## src/rtl/pc_fetch_vic.sv

```systemverilog
// pc_fetch_vic: program counter, registered instruction fetch and a vectored,
// prioritised, nestable interrupt controller with a hardware return stack.
//
// Optional build macro IRQ_LATCH_EN:
//   defined   - irq lines are edge-latched into pending bits that clear on ack
//   undefined - irq lines are level-sensitive and must be held until irq_ack
module pc_fetch_vic #(
  parameter int PC_W        = 4,
  parameter int IR_W        = 16,
  parameter int NUM_IRQ     = 4,
  parameter int VEC_BASE    = 8,
  parameter int VEC_STRIDE  = 2,
  parameter int STACK_DEPTH = 2
) (
  input  logic                               clk,
  input  logic                               rst,
  input  logic                               stall,
  input  logic                               pc_load,
  input  logic [PC_W-1:0]                    pc_target,
  input  logic                               reti,
  input  logic                               int_en,
  input  logic [NUM_IRQ-1:0]                 irq,
  output logic [PC_W-1:0]                    imem_addr,
  input  logic [IR_W-1:0]                    imem_data,
  output logic [IR_W-1:0]                    ir,
  output logic                               ir_valid,
  output logic [NUM_IRQ-1:0]                 irq_ack,
  output logic [$clog2(STACK_DEPTH+1)-1:0]   isr_level,
  output logic                               stack_err
);

  localparam int LVL_W = $clog2(STACK_DEPTH + 1);
  // Wide enough to hold NUM_IRQ itself, the "no ISR active" priority.
  localparam int PRI_W = $clog2(NUM_IRQ + 1);

  // One return-stack entry: where to resume and the priority being served.
  typedef struct packed {
    logic [PC_W-1:0]  addr;
    logic [PRI_W-1:0] pri;
  } stk_ent_t;

  stk_ent_t [STACK_DEPTH-1:0] stk;

  logic [PC_W-1:0]    pc;
  logic [NUM_IRQ-1:0] req;
  logic [PRI_W-1:0]   cp;
  logic [PC_W-1:0]    pop_addr;
  logic [PRI_W-1:0]   k;
  logic               found;
  logic               take;
  logic [PC_W-1:0]    vec_addr;
  logic [NUM_IRQ-1:0] ack_mask;
  logic [PC_W-1:0]    ret_addr;

  assign imem_addr = pc;

`ifdef IRQ_LATCH_EN
  logic [NUM_IRQ-1:0] irq_q;
  logic [NUM_IRQ-1:0] pending;
  logic [NUM_IRQ-1:0] rise;
  logic [NUM_IRQ-1:0] take_clr;

  assign rise     = irq & ~irq_q;
  // A fresh edge is visible to the take logic in the same cycle, so latching
  // adds no latency over level mode.
  assign req      = pending | rise;
  assign take_clr = (!stall && !reti && take) ? ack_mask : '0;

  // Edge history and pending bits keep updating through stall so no pulse is lost.
  always_ff @(posedge clk) begin
    if (!rst) begin
      irq_q   <= '0;
      pending <= '0;
    end else begin
      irq_q   <= irq;
      pending <= (pending | rise) & ~take_clr;
    end
  end
`else
  assign req = irq;
`endif

  // Current priority and return address come from the top of the stack.
  always_comb begin
    cp       = PRI_W'(NUM_IRQ);
    pop_addr = '0;
    for (int i = 0; i < STACK_DEPTH; i++) begin
      if (isr_level == LVL_W'(i + 1)) begin
        cp       = stk[i].pri;
        pop_addr = stk[i].addr;
      end
    end
  end

  // Lowest set request index wins (index 0 is the most urgent).
  always_comb begin
    k     = '0;
    found = 1'b0;
    for (int i = NUM_IRQ - 1; i >= 0; i--) begin
      if (req[i]) begin
        k     = PRI_W'(i);
        found = 1'b1;
      end
    end
  end

  assign take     = int_en && found && (k < cp) && (isr_level < LVL_W'(STACK_DEPTH));
  // Arithmetic is done at PC_W bits, which is exactly the mod 2^PC_W wrap.
  assign vec_addr = PC_W'(VEC_BASE) + PC_W'(k) * PC_W'(VEC_STRIDE);
  assign ack_mask = NUM_IRQ'(1) << k;
  // A branch in the take cycle must not be lost: resume at its target.
  assign ret_addr = pc_load ? pc_target : pc;

  // PC / IR / stack update, one action per cycle in priority order.
  always_ff @(posedge clk) begin
    if (!rst) begin
      pc        <= '0;
      ir        <= '0;
      ir_valid  <= 1'b0;
      irq_ack   <= '0;
      isr_level <= '0;
      stack_err <= 1'b0;
      stk       <= '0;
    end else if (stall) begin
      irq_ack <= '0;
    end else if (reti) begin
      irq_ack <= '0;
      if (isr_level != '0) begin
        pc        <= pop_addr;
        ir        <= '0;
        ir_valid  <= 1'b0;
        isr_level <= isr_level - LVL_W'(1);
      end else begin
        pc        <= pc + PC_W'(1);
        ir        <= imem_data;
        ir_valid  <= 1'b1;
        stack_err <= 1'b1;
      end
    end else if (take) begin
      for (int i = 0; i < STACK_DEPTH; i++) begin
        if (isr_level == LVL_W'(i)) stk[i] <= '{addr: ret_addr, pri: k};
      end
      pc        <= vec_addr;
      ir        <= '0;
      ir_valid  <= 1'b0;
      irq_ack   <= ack_mask;
      isr_level <= isr_level + LVL_W'(1);
    end else if (pc_load) begin
      irq_ack  <= '0;
      pc       <= pc_target;
      ir       <= imem_data;
      ir_valid <= 1'b1;
    end else begin
      irq_ack  <= '0;
      pc       <= pc + PC_W'(1);
      ir       <= imem_data;
      ir_valid <= 1'b1;
    end
  end

endmodule
```

## config.mk

```make
export PLATFORM = sky130hd
export DESIGN_NAME = pc_fetch_vic
export DESIGN_NICKNAME = d
export VERILOG_FILES = /design/src/rtl/pc_fetch_vic.sv
export SDC_FILE = /design/constraint.sdc
export NUM_CORES = 1
export LEC_CHECK = 0
export BUFFER_PORTS_ARGS = -buffer_cell sky130_fd_sc_hd__buf_2
export CAP_MARGIN = 40
export CORE_ASPECT_RATIO = 0.7
export CORE_MARGIN = 4
export CORE_UTILIZATION = 47
export DETAILED_ROUTE_END_ITERATION = 8
export PLACE_DENSITY = 0.82
export SKIP_LAST_GASP = 1
export SLEW_MARGIN = 20
export SYNTH_ARGS = -nofsm -noshare
export SYNTH_HDL_FRONTEND = slang
export SYNTH_SLANG_ARGS = --single-unit
```

## constraint.sdc

```tcl
create_clock -name clk -period 3.7 [get_ports clk]
set_input_delay 0.555 -clock clk [delete_from_list [all_inputs] [get_ports clk]]
set_output_delay 0.555 -clock clk [all_outputs]
set_load 0.005 [all_outputs]
```

After elaboration in Yosys (flattened, before gate mapping)
Index checks and enable logic that the tools add are counted.
- add/sub/neg operators: 4
- $lt $le $gt $ge: 2
- equal/unequal tests: 3
- shifts and indexed selects: 1
- multiplexer cells: 26
- bitwise gates (word level): 5
- reductions and logical operators: 11
- operators with widths (operator ; count):
    two-way mux 16 bit ; 3
    two-way mux 4 bit ; 7
    two-way mux 3 bit ; 5
    two-way mux 2 bit ; 4
    AND reduction 4 bit ; 2
    two-way mux 1 bit ; 7
    AND reduction 3 bit ; 2
    inverter 1 bit ; 5
    adder 4 x 1 -> 4 bit (second input constant) ; 1
    adder 4 bit (first input constant) ; 1
    nonzero test 2 bit ; 2
    OR reduction 4 bit ; 1
    left shift 1 x 3 -> 4 bit (first input constant) ; 1
    logical AND 1 bit ; 3
    < comparator 3 bit ; 1
    adder 2 x 1 -> 2 bit (second input constant) ; 1
    == test 2 x 1 -> 1 bit (second input constant) ; 1
    == test 2 bit (second input constant) ; 1
    zero test 2 bit ; 1
    < comparator 2 bit (second input constant) ; 1
    != test 2 x 1 -> 1 bit (second input constant) ; 1
    subtractor 2 x 1 -> 2 bit (second input constant) ; 1
- bits in registers: 42
- input port bits: 30
- output and inout bits: 28
- logic and storage cells: 62

Depth between registers and ports, before layout
Gate-level depths: netlist (run 1).
- word-level depth: 9
- mapped depth: 12
- depth with buffers taken out: 11

Worst setup path after synthesis (run 1)
No wires, ideal clock.
- kind: input port to flip-flop
- start point: in irq[2]
- end point: reg pc[2] (netlist: imem_addr[2])
- library setup time: 82 ps
- data arrival time: 2464 ps
- required time: 3618 ps
- path slack: 1154 ps
- stages on the path: 8
- buffers on the path: 0
- cells stage by stage: o21ai_0 inv_1 ha_1 and2_1 a32oi_2 nand3_1 or4_4 o221ai_1
- cells in the longest elaborated chain, start to end: 8
- elaborated cells on any way between the ends: 13
- those cells by class: add/sub: 1; order compare: 1; mux: 8; reduce/logical: 3
- ends and longest elaborated chain (element ; RTL line ; text):
    from (decl) ; 22 ; input logic [NUM_IRQ-1:0] irq,
    two-way mux 3 bit * (3 in series) ; 100 ; if (req[i]) begin
    named net k[1] ; 48 ; logic [PRI_W-1:0] k;
    < comparator 3 bit ; 107 ; assign take = int_en && found && (k < cp) && (isr_level < LVL_W'(STACK_DEPTH));
    logical AND 1 bit (2 in series) ; 107 ;
    two-way mux 4 bit * ; 139 ; end else if (take) begin
    two-way mux 4 bit * ; 126 ; end else if (reti) begin
    to (signal assigned) ; 129 ; pc <= pop_addr;
    to (signal assigned) ; 134 ; pc <= pc + PC_W'(1);
    to (signal assigned) ; 143 ; pc <= vec_addr;
    to (decl) ; 44 ; logic [PC_W-1:0] pc;
The timed path passes the listed nets; every way through them passes the cells marked *.
A chain may end at the register's enable or synchronous reset.

Worst setup path after layout (run 1)
- start point: reg isr_level[1]
- end point: reg pc[2] (netlist: imem_addr[2])
- cells in the longest elaborated chain, start to end: 8
- elaborated cells on any way between the ends: 14
- those cells by class: order compare: 2; eq/ne: 2; mux: 7; reduce/logical: 3
- ends and longest elaborated chain (element ; RTL line ; text):
    from (decl) ; 28 ; output logic [$clog2(STACK_DEPTH+1)-1:0] isr_level,
    from (signal assigned) ; 132 ; isr_level <= isr_level - LVL_W'(1);
    from (signal assigned) ; 147 ; isr_level <= isr_level + LVL_W'(1);
    == test 2 x 1 -> 1 bit ; 88 ; if (isr_level == LVL_W'(i + 1)) begin
    two-way mux 3 bit (2 in series) ; 88 ;
    < comparator 3 bit ; 107 ;
    logical AND 1 bit (2 in series) ; 107 ;
    two-way mux 4 bit ; 139 ;
    two-way mux 4 bit * ; 126 ;
Every way passes the cells marked *; elsewhere a longest branch is shown, timed or not.

==> results by group, run 1 <==
Outcome
  • Status: completed

Routing
  • Via density: 5.70
  • Vias: 1794
  • WL/cell: 15.9 um
  • 1st-iter DRT viols: 102
  • Total Wirelength: 5.00 mm
  • DRC Markers: 0
  • TritonRoute pass-1 iters: 4
  • DRT antenna net count: 0

Critical path
  • Worst-path fanout max: 7
  • Worst Path Required: 3.92 ns
  • Critical path class: reg -> reg
  • Critical Path Sink Type: flip-flop
  • RR Startpoint: isr_level[1]
  • Crit path to: imem_addr[2]
  • CP startpoint: isr_level[1]
  • Worst setup SP type: flip-flop
  • R2R depth: 11
  • Flop-to-flop setup slack: 0.81 ns
  • R2R Path End: imem_addr[2]
  • Worst path arrival time: 3.10 ns

GRT
  • Largest net degree at the start of global routing: 28
  • Total grt overflow: 0
  • Initial antenna violation count: 0
  • First-pass GRT wire length: 7.82 mm
  • Total GRT Usage: 19.8%
  • Number of global-route vias before repair: 1590

Synth
  • Net Count, Synth: 247
  • Synthesis Warnings: 0
  • Top-count cell post-synth: dfxtp_1
  • Synth area leaders: dfxtp_1, a22o_1, nand3_1, nand2_1, o21ai_0
  • XOR/XNOR share of the synthesized area: 1.41%
  • Mux contribution to synthesized area: 3.36%
  • Compound-cell area share of the yosys netlist: 23.9%
  • Synth unique cells: 45
  • Number of enable flip-flop cells after synthesis: 0
  • Most frequent cells after synthesis: dfxtp_1, nand2_1, nand3_1, o21ai_0, a22o_1
  • Largest family of logic cells by synthesized area: compound AO/OA/AOI/OAI gates
  • Synth Area in Simple Gates: 19.5%
  • Count of mapped cells out of synthesis: 212
  • Adder-cell share of the synthesized area: 3.36%
  • Post-synth top flop: dfxtp_1
  • Post-synth top area share: 43.0%
  • Synth Register Bits: 40
  • Synth area leader: dfxtp_1
  • Register area share after synthesis: 43.0%
  • Synth Area per Inst: 8.78 um^2
  • Async SR Flop Fraction: 0%
  • Mapped Area: 1860 um^2

Cells and area
  • Final layout net count: 299
  • Layout cells sized above 1: 27.9%
  • ANT cells: 0
  • Final Non-Filler Cells: 315
  • FF+latch area: 801 um^2
  • Fillers: 321
  • Area grow syn2layout: 20.4%
  • Area of the multi-input gates: 960 um^2

STA
  • Max Clock Skew: 0.00568 ns
  • Final hold vios: 0
  • Setup TNS: 0 ns
  • Tmin final: 2.89 ns
  • Final-report max-slew violation count: 0
  • Final setup viols: 0
  • Fin crit share: 78.0%
  • FMAX: 0.347 GHz
  • Slew HR: 54.4%
  • RSZ-0062 raised after global routing: no
  • Least-Margin Pin Slew: 0.684 ns

Die
  • Core area: 3670 um^2
  • Starting Density: 50.7%
  • Die Y-Extent: 60.6 um
  • Die Wd: 83.2 um
  • Row count: 18
  • Die area: 5050 um^2
  • Ports: 58

Clocking
  • Number of setup buffers added after CTS: 0
  • H-Tree Depth: 2
  • TritonCTS clock tree: yes
  • Reg clk slew, reported paths: 0.08 ns
  • # clock sinks: 40
  • Post-cts resize count: 0
  • Post-CTS Hold Buffers: 0
  • Max clock buf depth: 2
  • Root Driver: clkbuf_8
  • Clock latency on the worst-skew pair: 0.30 ns
  • CTS buffer count: 5

Pwr
  • Comb power frac: 21.2%
  • Sw Share: 30.2%
  • Power Density: 432 nW/um^2
  • Clk pwr share: 29.6%
  • Max VDD drop: 0.291 mV
  • Sw Pwr: 293 uW
  • Flop pwr share: 49.2%
  • Lkg Pwr: 0.000993 uW
  • Internal Power: 676 uW

Job
  • Max-cap violation count: 0

Placement
  • PortBufs: 57
  • Post-placement cell count: 307
  • Gp weighted congestion: 0.902
  • Final HPWL DP: 3.67 mm

Worst hold path
  • Hold Crit Class: reg -> reg
worst max-delay path: stages, from the launching register on:
cell	delay [ns]
dfxtp_1	0.40
inv_1	0.11
ha_1	0.30
nand2_1	0.11
nor2_1	0.04
a21oi_1	0.16
ha_1	0.26
and2_1	0.19
a32oi_2	0.29
nand3_1	0.22
or4_4	0.51
o221ai_1	0.20
cells in the final DEF (no fill, tap or decap), drive strengths merged, types with 2 or more instances in the layout:
cell     n
a21oi    6
nand2   23
a31oi    3
inv     10
clkinv   3
or4      2
and3     3
xnor2    2
nand3b   2
nor2     7
mux2i    4
buf     58
o21ai   28
nand3   18
a22o    16
nand4    2
ha       5
dfxtp   40
and2     3
nor3     5
clkbuf   5
mux2     2
flip-flops by register name (all words and copies together), names as in the netlist:
| name | count |
|---|---|
| imem_addr | 4 |
| ir | 16 |
| stk | 12 |
| isr_level | 2 |
| irq_ack | 4 |
| ir_valid | 1 |
| stack_err | 1 |
cell type report:
class                      instances  area share [%]
clock inverter                     3           0.838
inverter                          10            1.68
timing repair buffer              58            13.1
clock buffer                       5            3.07
sequential                        40            35.7
tap                               50            2.79
multi-input combinational        149            42.8
logic make-up (layout without fill, tap and decap cells):
logic type,Yosys count,in the layout
AND/OR/NAND/NOR,70,70
flip-flops,40,40
buffers and inverters,23,76
adder cells (fa/ha/maj),5,5
XOR/XNOR,3,3
AO/OA/AOI/OAI,65,65
multiplexers,6,6
metrics by stage:
stage	utilization (%)	setup WS, ns	hold WS [ns]	total power [uW]	instance area (um^2)
detailed placement	58.7	0.673	0.451	687	2150
finish	61.0	0.815	0.461	968	2240
global route	61.0	0.625	0.465	1020	2240
floorplan	-	1.15	0.438	616	1860
CTS	61.0	0.835	0.460	975	2240
global placement	58.5	0.833	0.443	679	2150
worst min path at each step:
stage                     slack (ns)        to     startpoint  cells after the start
final                           0.46    stk[8]         stk[8]                      2
after global routing            0.46    ir[14]  imem_data[14]                      2
after CTS                       0.46     ir[2]   imem_data[2]                      2
after detailed placement        0.45     ir[9]          ir[9]                      1
after global placement          0.44  ir_valid       ir_valid                      1
after floorplan                 0.44   stk[10]        stk[10]                      2
metal layers:
metal	up-vias	global-route usage [%]	routed length [um]
li1	872	-	-
met2	87	28.4	2170
met5	-	0	0
met3	12	8.01	436
met4	0	6.76	113
met1	823	27.1	2280
power by group through the flow:
stage	combinational, uW	sequential, uW	clock (uW)
6_report	205	476	287
5_1_grt	228	480	314
4_1_cts	204	476	295
3_5_place_dp	201	486	0
3_3_place_gp	194	485	0
2_1_floorplan	131	485	0
Power figures use the tool's default switching activity.
==> inputs of run 2 (changes only) <==
Clock period 3.7 ns to 3 ns, I/O delays scaled along.
==> results by group, run 2 (same netlist as run 1, synthesis figures left out) <==
Outcome
  • Status: completed

STA
  • Final hold vios: 0 (unchanged)
  • Final setup viols: 0 (unchanged)
  • Least-Margin Pin Slew: 0.652 ns (-0.0316 ns)
  • Max Clock Skew: 0.00410 ns (-0.00157 ns)
  • RSZ-0062 raised after global routing: no
  • Setup TNS: 0 ns (unchanged)
  • Slew HR: 56.5% (+2.1 points)
  • Worst hold slack: 0.362 ns (-0.0983 ns)
  • Fin crit share: 91.8% (+14 points)
  • Tmin final: 2.75 ns (-0.131 ns)
  • FMAX: 0.363 GHz (+4.8%)
  • Final-report max-slew violation count: 0 (unchanged)

Critical path
  • Flop-to-flop setup slack: 0.25 ns (-0.57 ns)
  • Worst path arrival time: 2.97 ns (-0.13 ns)
  • Worst-path fanout max: 7 (unchanged)
  • Worst Path Required: 3.22 ns (-0.70 ns)
  • R2R depth: 11 (unchanged)
  • R2R Path End: imem_addr[2]
  • Worst setup SP type: flip-flop
  • Critical path class: reg -> reg
  • RR Startpoint: isr_level[1]
  • Critical Path Sink Type: flip-flop

Worst hold path
  • Hold Crit Class: in -> reg
  • Min-Delay Path Depth: 2 (unchanged)
  • Hold path startpoint: imem_data[6]
  • Worst Hold Path EP: ir[6]

Clocking
  • Clock latency on the worst-skew pair: 0.30 ns (about the same)
  • CTS buffer count: 5 (unchanged)
  • # clock sinks: 40 (unchanged)
  • Root Driver: clkbuf_8
  • Max clock buf depth: 2 (unchanged)
  • Post-CTS Hold Buffers: 0 (unchanged)
  • Number of setup buffers added after CTS: 0 (unchanged)
  • TritonCTS clock tree: yes
  • H-Tree Depth: 2 (unchanged)
  • Reg clk slew, reported paths: 0.07 ns (about the same)
  • Post-cts resize count: 0 (unchanged)

Cells and area
  • Layout cells sized above 1: 28.1% (+0.17 points)
  • Final layout net count: 301 (+0.67%)
  • Largest registers: ir: 16 flops, stk: 12 flops
  • Max reg flops: 16 (unchanged)
  • ANT cells: 0 (unchanged)
  • Area grow syn2layout: 22.3%
  • Final Non-Filler Cells: 317 (+0.63%)
  • Commonest non-fill, non-tap cell in the layout: buf_2
  • Commonest non-fill, non-tap cells in the layout: buf_2, dfxtp_1, nand2_1, nand3_1, o21ai_0
  • Core Util, Final: 62.0% (+0.95 points)
  • Top reg by flops: ir

Routing
  • 1st-iter DRT viols: 113 (+11%)
  • Total Wirelength: 4.80 mm (-4.0%)
  • WL/cell: 15.1 um (-4.6%)
  • DRT antenna net count: 0 (unchanged)
  • Vias: 1796 (+0.11%)
  • TritonRoute pass-1 iters: 4 (unchanged)
  • Via density: 5.67 (-0.52%)
  • DRC Markers: 0 (unchanged)

Job
  • Max-cap violation count: 0 (unchanged)

Pwr
  • Power Density: 560 nW/um^2 (+30%)
  • Lkg Pwr: 0.00101 uW (+1.7%)
  • Overall Power: 1270 uW (+32%)
  • Max VDD drop: 0.368 mV (+26%)

GRT
  • Total grt overflow: 0 (unchanged)
  • Total GRT Usage: 19.3% (-0.45 points)
  • Number of global-route vias before repair: 1569 (-1.3%)
  • Initial antenna violation count: 0 (unchanged)
  • Largest net degree at the start of global routing: 27 (-3.6%)
  • First-pass GRT wire length: 7.58 mm (-3.2%)

Die
  • Row count: 18 (unchanged)
  • Die Y-Extent: 60.6 um (unchanged)
  • Die Wd: 83.2 um (unchanged)
  • Die area: 5050 um^2 (unchanged)
  • Core area: 3670 um^2 (unchanged)
  • Ports: 58 (unchanged)
  • Starting Density: 50.7% (unchanged)

Placement
  • Final HPWL DP: 3.62 mm (-1.4%)
  • Gp weighted congestion: 0.938 (+4.0%)
  • Post-placement cell count: 309 (+0.65%)
  • PortBufs: 57 (unchanged)
## run 2: cell count changes in the layout (fill, tap and decap cells not counted), sizes merged
| cell | delta |
|---|---|
| bufinv | +1 |
| buf | +2 |
| clkbuf | +1 |
| clkinv | -2 |
## run 2: layer usage
metal | routed length, um | GRT usage [%]
met5 | 0 | 0
met4 | 95 | 10.7
met3 | 472 | 6.65
met2 | 1990 | 27.3
met1 | 2240 | 26.1
## run 2: worst max-delay path by stage
stage / cells past startpoint / end / slack (ns) / start
global placement: 11 / imem_addr[2] / 0.41 / isr_level[1]
floorplan: 11 / imem_addr[2] / 0.46 / isr_level[0]
global route: 10 / imem_addr[2] / 0.06 / isr_level[0]
CTS: 11 / imem_addr[2] / 0.25 / isr_level[1]
detailed placement: 11 / imem_addr[2] / 0.29 / isr_level[1]
finish: 11 / imem_addr[2] / 0.25 / isr_level[1]
## run 2: critical path, stage by stage, from the launching register on
cell and delay (ns):
dfxtp_1 0.40, inv_1 0.11, ha_1 0.29, nand2_1 0.10
nor2_1 0.04, a21oi_1 0.13, ha_1 0.24, and2_1 0.18
a32oi_2 0.27, nand3_1 0.20, or4_4 0.50, o221ai_1 0.21
## run 2: area by class of cell
type | count | area [um^2]
fillers | 320 | 1400
clock buffers | 6 | 72.6
multi-input cells | 149 | 960
inverters | 10 | 37.5
clock inverters | 2 | 35.0
well taps | 50 | 62.6
repair buffers | 60 | 308
flip-flops and latches | 40 | 801
## run 2: power by group
group          switching, uW  leakage, uW  internal (uW)
Clock                    188    0.0000552            247
Combinational            143     0.000628            110
Sequential              23.3     0.000326            563
## run 2: through the flow
| stage | cell area (um^2) | setup slack (ns) |
|---|---|---|
| 3_5_place_dp | 2170 | 0.291 |
| 4_1_cts | 2280 | 0.253 |
| 2_1_floorplan | 1860 | 0.461 |
| 5_1_grt | 2280 | 0.0602 |
| 6_report | 2280 | 0.246 |
| 3_3_place_gp | 2170 | 0.412 |
==> inputs of run 3 (changes only) <==
Settings changed: CORE_UTILIZATION 47 to 50, CTS_CLUSTER_SIZE set to 25, PLACE_DENSITY 0.82 to 0.86, SLEW_MARGIN 20 to unset.
==> results by group, run 3 (same netlist as run 1, synthesis figures left out) <==
Clocking
  • Post-cts resize count: 0 (unchanged)
  • H-Tree Depth: 2 (unchanged)
  • TritonCTS clock tree: yes
  • Reg clk slew, reported paths: 0.07 ns (about the same)
  • Number of setup buffers added after CTS: 0 (unchanged)
  • Post-CTS Hold Buffers: 0 (unchanged)
  • Clock latency on the worst-skew pair: 0.29 ns (about the same)
  • Root Driver: clkbuf_8
  • CTS buffer count: 5 (unchanged)
  • Max clock buf depth: 2 (unchanged)
  • # clock sinks: 40 (unchanged)

STA
  • Final setup viols: 0 (unchanged)
  • Slew HR: 57.9% (+1.3 points)
  • Fin crit share: 92.6% (+0.80 points)
  • Max Clock Skew: 0.00469 ns (+0.000594 ns)
  • Final-report max-slew violation count: 0 (unchanged)
  • Final hold vios: 0 (unchanged)
  • RSZ-0062 raised after global routing: no
  • Least-Margin Pin Slew: 0.632 ns (-0.0200 ns)
  • Tmin final: 2.78 ns (+0.0240 ns)
  • FMAX: 0.360 GHz (-0.87%)
  • Setup TNS: 0 ns (unchanged)

Critical path
  • Critical path class: reg -> reg
  • Critical path's largest stage delay: 0.51 ns (about the same)
  • Slowest cell on the critical path: or4_4
  • Worst path arrival time: 2.99 ns (+0.02 ns)
  • Worst setup SP type: flip-flop
  • Worst-path fanout max: 7 (unchanged)
  • Worst Path Required: 3.21 ns (about the same)
  • Crit-path cells: inv_1 -> ha_1 -> nand2_1 -> nor2_1 -> a21oi_1 -> ha_1 -> and2_1 -> a32oi_2 -> nand3_1 -> or4_4 -> nor3b_1
  • Critical Path Sink Type: flip-flop
  • Critical Path Most Common Cell: ha_1

Routing
  • DRT antenna net count: 0 (unchanged)
  • Vias: 1749 (-2.6%)
  • Via density: 5.52 (-2.6%)
  • 1st-iter DRT viols: 119 (+5.3%)
  • TritonRoute pass-1 iters: 4 (unchanged)
  • DRC Markers: 0 (unchanged)
  • WL/cell: 14.7 um (-3.0%)
  • Total Wirelength: 4.65 mm (-3.0%)

Pwr
  • Power Density: 556 nW/um^2 (-0.65%)
  • Max VDD drop: 0.348 mV (-5.5%)
  • Lkg Pwr: 0.00101 uW (unchanged)

GRT
  • Initial antenna violation count: 0 (unchanged)
  • GR met2 Demand/Resource: 25.7% (-1.6 points)
  • Most used routing layer: met1
  • Number of global-route vias before repair: 1474 (-6.1%)
  • Largest net degree at the start of global routing: 26 (-3.7%)
  • Total grt overflow: 0 (unchanged)
  • Grt met3 use: 5.47% (-1.2 points)
  • GR met1 Demand/Resource: 31.4% (+5.3 points)
  • First-pass GRT wire length: 7.25 mm (-4.3%)
  • Total GRT Usage: 19.8% (+0.48 points)

Placement
  • Final HPWL DP: 3.48 mm (-3.9%)
  • Gp weighted congestion: 0.889 (-5.2%)
  • PortBufs: 57 (unchanged)

Cells and area
  • Final layout net count: 301 (unchanged)
  • Area grow syn2layout: 22.3% (unchanged)
  • Commonest non-fill, non-tap cell in the layout: buf_2
  • FF+latch area: 801 um^2 (unchanged)
  • ANT cells: 0 (unchanged)
  • Layout cells sized above 1: 28.1% (unchanged)
  • Largest registers: ir: 16 flops, stk: 12 flops
  • Fillers: 303 (-5.3%)
  • Top reg by flops: ir
  • Area of the multi-input gates: 960 um^2 (unchanged)
  • Max reg flops: 16 (unchanged)
  • Commonest non-fill, non-tap cells in the layout: buf_2, dfxtp_1, nand2_1, nand3_1, o21ai_0
  • Core Util, Final: 64.0% (+2.0 points)

Outcome
  • Status: completed

Die
  • Core area: 3560 um^2 (-3.1%)
  • Die Wd: 80.9 um (-2.8%)
  • Die Y-Extent: 59.0 um (-2.6%)
  • Die area: 4780 um^2 (-5.3%)
  • Ports: 58 (unchanged)
  • Starting Density: 52.3% (+1.6 points)
  • Row count: 18 (unchanged)

Worst hold path
  • Hold Crit Class: in -> reg

Job
  • Max-cap violation count: 0 (unchanged)
-- run 3: path summary, 6_finish.rpt --
kind,startpoint,end,slack [ns],cells after the start
setup / recovery,isr_level[1],irq_ack[1],0.22,11
hold / removal,irq[0],irq_ack[1],0.38,2
setup reg to reg,isr_level[1],irq_ack[1],0.22,11
hold reg to reg,ir_valid,ir_valid,0.46,1
-- run 3: final cells by class --
class / count / area share (%)
clock buffer: 6 / 3.19
clock inverter: 2 / 1.54
inverter: 10 / 1.65
multi-input combinational: 149 / 42.2
sequential: 40 / 35.2
tap: 50 / 2.75
timing repair buffer: 60 / 13.5
-- run 3: critical path, delay by kind of cell, from the launching register on --
family / cells / cell delay (ns)
compound gates: 2 / 0.40
simple gates: 6 / 1.25
fa+ha+maj: 2 / 0.53
buf+inv: 1 / 0.11
flops: 1 / 0.41
-- run 3: report_power, final --
part | internal [uW] | switching, uW | leakage [uW]
clock | 247 | 181 | 0.0000552
combinational | 110 | 142 | 0.000628
sequential | 563 | 22.8 | 0.000326
total | 920 | 346 | 0.00101
-- run 3: per-stage QoR --
step | hold WS, ns | worst slack [ns] | cells | instance area [um^2] | power [uW]
2_1_floorplan | 0.438 | 0.461 | 212 | 1860 | 760
3_3_place_gp | 0.429 | 0.411 | 309 | 2170 | 838
3_5_place_dp | 0.443 | 0.273 | 309 | 2170 | 844
4_1_cts | 0.376 | 0.226 | 317 | 2280 | 1270
5_1_grt | 0.386 | 0.0394 | 317 | 2280 | 1320
6_report | 0.376 | 0.221 | 317 | 2280 | 1270
-- run 3: layer usage --
metal	routed length [um]	part of all wire, %	up-vias
met3	382	8.2	6
met5	0	0	-
met1	2270	49	789
li1	-	-	873
met4	45	0.97	0
met2	1950	42	81
